===== src/rtl/spi_slave_if.sv =====
// rtl/spi_slave_if.sv - SPI pins and RAM-side parallel command/read-word signals
interface spi_slave_if #(
    parameter int DATA_W = 8
);
    logic              ss_n;
    logic              mosi;
    logic              miso;
    logic [DATA_W+1:0] rx_data;
    logic              rx_valid;
    logic [DATA_W-1:0] tx_data;
    logic              tx_valid;

    modport slave (
        input  ss_n, mosi, tx_data, tx_valid,
        output miso, rx_data, rx_valid
    );

    modport master (
        output ss_n, mosi, tx_data, tx_valid,
        input  miso, rx_data, rx_valid
    );
endinterface


===== src/rtl/spi_slave.sv =====
// rtl/spi_slave.sv - SPI frame deserialiser and read-word serialiser for the SPI RAM
module spi_slave #(
    parameter int DATA_W = 8
) (
    input  logic         clk,
    input  logic         rst,
    spi_slave_if.slave   bus
);
    localparam int FRAME_W = DATA_W + 2;
    localparam int CNT_W   = $clog2(FRAME_W + 1);
    localparam int TX_W    = $clog2(DATA_W + 1);

    typedef enum logic [2:0] {IDLE, CHK_CMD, WRITE, READ_ADD, READ_DATA} state_t;

    state_t               state;
    logic [CNT_W-1:0]     bit_cnt;
    logic [FRAME_W-2:0]   shift;
    logic                 done;
    logic                 rd_addr_seen;
    logic                 wait_tx;
    logic [DATA_W-1:0]    tx_sh;
    logic [TX_W-1:0]      tx_cnt;
    logic                 miso_q;
    logic [FRAME_W-1:0]   rx_data_q;
    logic                 rx_valid_q;

    assign bus.miso     = miso_q;
    assign bus.rx_data  = rx_data_q;
    assign bus.rx_valid = rx_valid_q;

    always_ff @(posedge clk or posedge rst) begin
        if (rst) begin
            state        <= IDLE;
            bit_cnt      <= '0;
            shift        <= '0;
            done         <= 1'b0;
            rd_addr_seen <= 1'b0;
            wait_tx      <= 1'b0;
            tx_sh        <= '0;
            tx_cnt       <= '0;
            miso_q       <= 1'b0;
            rx_data_q    <= '0;
            rx_valid_q   <= 1'b0;
        end else if (bus.ss_n) begin
            // Deselect aborts everything except the captured frame and the read-phase flag
            state      <= IDLE;
            bit_cnt    <= '0;
            done       <= 1'b0;
            wait_tx    <= 1'b0;
            tx_cnt     <= '0;
            miso_q     <= 1'b0;
            rx_valid_q <= 1'b0;
        end else begin
            rx_valid_q <= 1'b0;
            case (state)
                IDLE: state <= CHK_CMD;
                CHK_CMD: begin
                    shift   <= {{(FRAME_W-2){1'b0}}, bus.mosi};
                    bit_cnt <= CNT_W'(1);
                    if (!bus.mosi)        state <= WRITE;
                    else if (rd_addr_seen) state <= READ_DATA;
                    else                  state <= READ_ADD;
                end
                default: begin
                    // done latches after the last bit so overlength frames are ignored
                    if (!done) begin
                        shift   <= {shift[FRAME_W-3:0], bus.mosi};
                        bit_cnt <= bit_cnt + CNT_W'(1);
                        if (bit_cnt == CNT_W'(FRAME_W - 1)) begin
                            rx_data_q  <= {shift, bus.mosi};
                            rx_valid_q <= 1'b1;
                            done       <= 1'b1;
                            if (state == READ_ADD) rd_addr_seen <= 1'b1;
                            if (state == READ_DATA) begin
                                rd_addr_seen <= 1'b0;
                                wait_tx      <= 1'b1;
                            end
                        end
                    end
                end
            endcase

            // tx_cnt counts bits still to present on miso, including the current one
            if (wait_tx && bus.tx_valid) begin
                wait_tx <= 1'b0;
                miso_q  <= bus.tx_data[DATA_W-1];
                tx_sh   <= {bus.tx_data[DATA_W-2:0], 1'b0};
                tx_cnt  <= TX_W'(DATA_W);
            end else if (tx_cnt > TX_W'(1)) begin
                miso_q  <= tx_sh[DATA_W-1];
                tx_sh   <= {tx_sh[DATA_W-2:0], 1'b0};
                tx_cnt  <= tx_cnt - TX_W'(1);
            end else begin
                miso_q  <= 1'b0;
                tx_cnt  <= '0;
            end
        end
    end
endmodule


===== src/flat_wrapper.sv =====
// flat-port wrapper written by rule: the top's interface ports become plain ports
module spi_slave_flat 
#(
    parameter int DATA_W = 8
)
  (clk, rst, bus_ss_n, bus_mosi, bus_tx_data, bus_tx_valid, bus_miso, bus_rx_data, bus_rx_valid);
  spi_slave_if #(.DATA_W(DATA_W)) bus_i ();
  input  logic clk;
  input  logic rst;
  input wire logic [$bits(bus_i.ss_n)-1:0] bus_ss_n;
  input wire logic [$bits(bus_i.mosi)-1:0] bus_mosi;
  input wire logic [$bits(bus_i.tx_data)-1:0] bus_tx_data;
  input wire logic [$bits(bus_i.tx_valid)-1:0] bus_tx_valid;
  output wire logic [$bits(bus_i.miso)-1:0] bus_miso;
  output wire logic [$bits(bus_i.rx_data)-1:0] bus_rx_data;
  output wire logic [$bits(bus_i.rx_valid)-1:0] bus_rx_valid;
  assign bus_i.ss_n = bus_ss_n;
  assign bus_i.mosi = bus_mosi;
  assign bus_i.tx_data = bus_tx_data;
  assign bus_i.tx_valid = bus_tx_valid;
  assign bus_miso = bus_i.miso;
  assign bus_rx_data = bus_i.rx_data;
  assign bus_rx_valid = bus_i.rx_valid;
  spi_slave #(.DATA_W(DATA_W)) u_core (.clk(clk), .rst(rst), .bus(bus_i));
endmodule

===== config.mk =====
export PLATFORM = sky130hd
export DESIGN_NAME = spi_slave_flat
export DESIGN_NICKNAME = d
export VERILOG_FILES = /design/src/rtl/spi_slave_if.sv /design/src/rtl/spi_slave.sv /design/src/flat_wrapper.sv
export SDC_FILE = /design/constraint.sdc
export NUM_CORES = 1
export LEC_CHECK = 0
export ABC_AREA = 1
export CORE_AREA = 2 2 65 67
export CTS_BUF_LIST = sky130_fd_sc_hd__clkbuf_4 sky130_fd_sc_hd__clkbuf_8
export DETAILED_ROUTE_END_ITERATION = 8
export DIE_AREA = 0 0 67 69
export HOLD_SLACK_MARGIN = 0.02
export PLACE_DENSITY = 0.79
export RECOVER_POWER = 50
export SETUP_SLACK_MARGIN = 0.15
export SYNTH_ARGS = -nofsm -noshare
export SYNTH_HDL_FRONTEND = slang
export SYNTH_SLANG_ARGS = --single-unit

===== constraint.sdc =====
create_clock -name clk -period 2.7 [get_ports clk]
set_input_delay 0.675 -clock clk [delete_from_list [all_inputs] [get_ports clk]]
set_output_delay 0.675 -clock clk [all_outputs]
set_load 0.05 [all_outputs]

==> impl_metrics.json, run 1 <==
{
  "io_buffers": 24,
  "place_ws_ns": 0.6705,
  "grt_max_degree": 43,
  "synth_edf_count": 0,
  "synth_flop_cell": "dfrtp_1",
  "drc": 0,
  "coreArea_sq_mm": 0.003914,
  "clkPwrFrac": 0.306,
  "syn_nets": 250,
  "worst_path_dominant_cell_family": "buffers and inverters",
  "ir_drop_mv": 0.3683,
  "hold_path_class": "flip-flop to flip-flop",
  "finalSetupViolCount": 0,
  "yosysWarnings": 0,
  "fin_skew_ns": 0.01045,
  "io_pins": 25,
  "post-route-min-period_ns": 2.128,
  "yosysUniqueCellTypes": 25,
  "clk_latency_ns": 0.28,
  "fp-row-count": 23,
  "dr.pass1.iters": 4,
  "start_util": 0.5077,
  "arrival_ns": 1.45,
  "synth.avg_cell_area_sq_um": 8.527,
  "numCtsBuffers": 5,
  "rsz0062_at_grt": "false",
  "postCtsHoldBufs": 0,
  "slew_violations": 0,
  "drtAntennaViolNets": 0,
  "path_max_fanout": 2,
  "slew_headroom": 0.3214,
  "synthCells": 233,
  "cts.repair.resized": 0,
  "final_util": 0.6020,
  "cts_sinks": 42,
  "die_area_sq_mm": 0.004623,
  "overflow": 0,
  "layout.nets": 278,
  "vias": 1525,
  "power_density_mw_per_mm2": 658.2,
  "die_x_um": 67,
  "path_buf_inv": 1,
  "hold_viol": 0,
  "hold_ws_ns": 0.4744,
  "root_buffer": "clkbuf_8",
  "start_kind": "flip-flop",
  "final_cell_mix": "nand2_1 (98), dfrtp_1 (42), nand3_1 (23)",
  "yosysSeqAreaShare": 0.5290,
  "switching_share": 0.2987,
  "fin_ws_ns": 0.5720,
  "gp_congestion": 0.7985,
  "cts_buffer_depth": 2,
  "required_ns": 2.03,
  "p_leak_nw": 1.257,
  "area_delta_synth_final_pct": 18.58,
  "final_common_cell": "nand2_1",
  "yosys.area.top_type": "dfrtp_1",
  "cellInternalPower_mw": 1.087,
  "vias_per_cell": 4.888,
  "slowest_stage": "clkdlybuf4s50_1",
  "cts.htree.levels": 2,
  "post_cts_buffers": 0,
  "diodes": 0,
  "grt_pass1_vias": 1572,
  "clk_pin_slew_worst_paths_ns": 0.08,
  "p_seq_frac": 0.474,
  "ys_ff_latch": 42,
  "grt_pass1_wl_um": 6789,
  "crit_chain": "clkdlybuf4s50_1",
  "cp-end-kind": "primary output",
  "crit_type": "flip-flop to primary output",
  "synthTopCellsByArea": "dfrtp_1 (53%), nand2_1 (19%), nand3_1 (5.8%), nor2_1 (2.8%), nor2_4 (2.8%)",
  "tightest_slew_ns": 1.018,
  "wl_um": 3566,
  "die_y_um": 69,
  "fin_crit_sh": 0.7882,
  "dpl.cell_count": 304,
  "yosysTopAreaCellShare": 0.5290,
  "max_freq_mhz": 469.9,
  "p_switching_uw": 463.2,
  "cts_tree": "yes",
  "drive_above_1_share": 0.09924,
  "drv_cap": 0,
  "synth-async-reset-ratio": 1.000,
  "wire_per_inst_um": 11.43,
  "status": "complete, no violations",
  "hpwl_um": 2564,
  "setup_tns_ns": 0,
  "pwr-share-comb": 0.220,
  "track_usage": 0.1839,
  "stdcell_count": 312,
  "netlist_area_sq_mm": 0.001987,
  "antenna_found_initial": 0,
  "crit_path_max_incr_delay_ns": 0.81,
  "drt_iter0_markers": 87
}
-- path summary, 6_finish.rpt --
path | from | endpoint | slack (ns) | cells past startpoint
setup / recovery | u_core.bus.rx_data[7] | bus_rx_data[7] | 0.57 | 1
hold / removal | u_core.bus.rx_data[6] | u_core.bus.rx_data[6] | 0.47 | 2
setup reg to reg | u_core.bit_cnt[1] | u_core.bus.rx_data[7] | 1.20 | 7
hold reg to reg | u_core.bus.rx_data[6] | u_core.bus.rx_data[6] | 0.47 | 2
max in group asynchronous | rst | u_core.bus.rx_data[0] | 0.93 | 3
min in group asynchronous | rst | u_core.tx_sh[3] | 1.14 | 3
-- layout make-up --
class / instances / area, sq um
clock buffer: 5 / 68.82
clock inverter: 3 / 40.04
fill: 360 / 1558
inverter: 17 / 63.81
multi-input combinational: 169 / 820.8
sequential: 42 / 1051
tap: 50 / 62.56
timing repair buffer: 26 / 249.0
-- sequential cells by signal, indices dropped and copies added, names as in the netlist --
name	count
u_core.bus.rx_data	10
u_core.state	3
u_core.tx_cnt	4
u_core.done	1
u_core.bit_cnt	4
u_core.bus.rx_valid	1
u_core.shift	9
u_core.tx_sh	7
u_core.wait_tx	1
u_core.bus.miso	1
u_core.rd_addr_seen	1
-- metrics by stage --
stage / power [mW] / cell area [sq um]
CTS: 1.569 / 2370
floorplan: 1.003 / 1987
global placement: 1.073 / 2261
detailed placement: 1.092 / 2261
finish: 1.551 / 2356
global route: 1.649 / 2356
-- cells by family (layout without fill, tap and decap cells) --
logic type | count (synthesis) | in the layout | share of synthesized area
and+or+nand+nor | 153 | 153 | 0.3533
buffers and inverters | 22 | 51 | 0.05415
DFF | 42 | 42 | 0.5290
adders and majority gates | 4 | 4 | 0.02519
xor gates and xnor gates | 2 | 2 | 0.008818
AOI/OAI and AO/OA | 10 | 10 | 0.02960
-- synth_stat cells, types with 2 or more instances --
library cell  number
nand2_4            3
nand2_1           98
buf_2              2
a21oi_1            3
buf_6              3
inv_1             13
nand4_1            3
nor2_1            15
o21ai_0            2
dfrtp_1           42
inv_2              4
ha_1               4
nand3_1           23
nor2_4             5
o21ai_1            2
nand2_2            2
-- power by group through the flow --
stage | logic [mW] | registers [mW] | clock network [mW]
2_1_floorplan | 0.266 | 0.737 | 0
3_3_place_gp | 0.329 | 0.744 | 0
3_5_place_dp | 0.347 | 0.745 | 0
4_1_cts | 0.348 | 0.735 | 0.487
5_1_grt | 0.395 | 0.743 | 0.511
6_report | 0.341 | 0.735 | 0.475
-- metal layers --
metal,track usage,up-vias,share of wire
li1,-,782,-
met1,0.2476,713,0.48
met2,0.3014,28,0.48
met3,0.03426,2,0.032
met4,0.04989,0,0.0062
met5,0,-,0
Note: power is estimated with default switching activity, not from simulation.
==> run 2: changes to the inputs <==
Settings changed: CORE_AREA 2 2 65 67 to 2 2 66 68, DIE_AREA 0 0 67 69 to 0 0 68 70, PLACE_DENSITY 0.79 to 0.8.
Clock period 2.7 ns to 1.9 ns, I/O delays scaled along.
==> run 2 against run 1 <==
- sequential cell count did not move
- worst setup slack got worse by 0.30 ns
- critical endpoint is now u_core.shift[2]
- core utilization fell by 3.9 points
- clock skew fell by 0.0070 ns
- count of clock-buffer cells in the layout did not move
- clock power rose by 44%
- sequential share of layout area rose by 0.45 points
==> impl_metrics.json, run 2 (synthesized netlist as in run 1, its figures left out) <==
{
  "fillers": 385,
  "rsz0062_at_grt": "false",
  "finalSetupViolCount": 0,
  "fin_crit_sh": 0.8554,
  "arrival_ns": 1.81,
  "final_common_cell": "nand2_1",
  "cts.htree.levels": 2,
  "cp-end-kind": "flip-flop",
  "clk_latency_ns": 0.29,
  "gp_congestion": 0.7973,
  "grt_pass1_wl_um": 6320,
  "start_kind": "primary input",
  "layout.nets": 279,
  "wire_per_inst_um": 11.00,
  "hold_ws_ns": 0.4719,
  "vias_per_cell": 4.867,
  "start_util": 0.4795,
  "max_freq_mhz": 615.3,
  "root_buffer": "clkbuf_8",
  "die_x_um": 68,
  "ir_drop_mv": 0.7363,
  "fin_skew_ns": 0.003482,
  "drtAntennaViolNets": 0,
  "hold_path_class": "flip-flop to flip-flop",
  "cts_buffer_depth": 2,
  "numCtsBuffers": 5,
  "post_cts_buffers": 0,
  "drive_above_1_share": 0.1407,
  "power_density_mw_per_mm2": 944.0,
  "slew_headroom": 0.3314,
  "path_max_fanout": 10,
  "post-route-min-period_ns": 1.625,
  "crit_path_max_incr_delay_ns": 0.69,
  "drv_cap": 0,
  "cts_tree": "yes",
  "diodes": 0,
  "tightest_slew_ns": 1.003,
  "fp-row-count": 24,
  "postCtsHoldBufs": 0,
  "clk_pin_slew_worst_paths_ns": 0.08,
  "area_delta_synth_final_pct": 17.38,
  "io_pins": 25,
  "r2r_cells": 6,
  "p_leak_nw": 1.274,
  "overflow": 0,
  "dr.pass1.iters": 4,
  "slowest_stage": "dlygate4sd3_1",
  "slew_violations": 0,
  "crit_chain": "dlygate4sd3_1 -> clkbuf_1 -> nor2_4 -> nand2_1 -> nand2_1",
  "largest_reg_flops": 10,
  "coreArea_sq_mm": 0.004144,
  "io_buffers": 24,
  "final_util": 0.5628,
  "cpMostUsedCell": "nand2_1",
  "cts_sinks": 42,
  "die_y_um": 70,
  "status": "complete, no violations",
  "wl_um": 3464,
  "antenna_found_initial": 0,
  "die_area_sq_mm": 0.004760,
  "final_cell_mix": "nand2_1 (98), dfrtp_1 (42), nand3_1 (23)",
  "crit_type": "primary input to flip-flop",
  "required_ns": 2.09,
  "holdPathStages": 2,
  "grt_max_degree": 43,
  "grt_pass1_vias": 1452,
  "finalPower_mw": 2.202,
  "track_usage": 0.1754,
  "cts.repair.resized": 0,
  "hpwl_um": 2483,
  "drc": 0,
  "drt_iter0_markers": 131,
  "vias": 1533,
  "setup_tns_ns": 0,
  "hold_viol": 0
}
-- run 2: cell count changes in the layout (fill, tap and decap cells not counted), sizes merged --
cell / before / now
clkdlybuf4s50: 22 / 11
buf: 0 / 10
clkbuf: 7 / 10
dlygate4sd3: 2 / 1
-- run 2: cell type report --
class / count / area, sq um / share of cell area
flip-flops and latches: 42 / 1051 / 0.4506
multi-input cells: 169 / 828.3 / 0.3551
repair buffers: 27 / 215.2 / 0.09227
clock buffers: 5 / 68.82 / 0.02951
well taps: 52 / 65.06 / 0.02790
inverters: 17 / 63.81 / 0.02736
clock inverters: 3 / 40.04 / 0.01717
-- run 2: worst max-delay path, delay by kind of cell --
kind / cells / cell delay [ns]
buffers and inverters: 2 / 1.05
and+or+nand+nor: 3 / 0.28
-- run 2: final timing paths --
path | from | endpoint | slack [ns]
max | bus_ss_n | u_core.shift[2] | 0.27
max in group asynchronous | rst | u_core.bus.miso | 0.49
max reg2reg | u_core.bit_cnt[0] | u_core.bus.rx_data[0] | 0.42
min | u_core.bus.rx_data[3] | u_core.bus.rx_data[3] | 0.47
min reg2reg | u_core.bus.rx_data[3] | u_core.bus.rx_data[3] | 0.47
min in group asynchronous | rst | u_core.tx_sh[2] | 0.80
-- run 2: power by group --
part	internal [mW]	leakage (nW)	switching [mW]	total, mW
registers	0.973	0.578	0.0711	1.04
clock network	0.387	0.0579	0.296	0.683
logic	0.187	0.638	0.288	0.475
total	1.55	1.27	0.655	2.20
-- run 2: per-layer routing --
metal	track usage	routed length, um	up-vias	part of all wire
met1	0.2309	1642	715	0.47
met5	0	0	-	0
met2	0.2697	1598	31	0.46
li1	-	-	782	-
met3	0.04831	165	5	0.048
met4	0.07333	58	0	0.017
-- run 2: through the flow --
stage               setup slack, ns  std cells  instance area [sq um]
CTS                          0.3897        315                   2362
floorplan                    0.4506        233                   1987
finish                       0.2747        315                   2332
global route                 0.1852        315                   2332
global placement             0.1840        307                   2253
detailed placement           0.1225        307                   2253
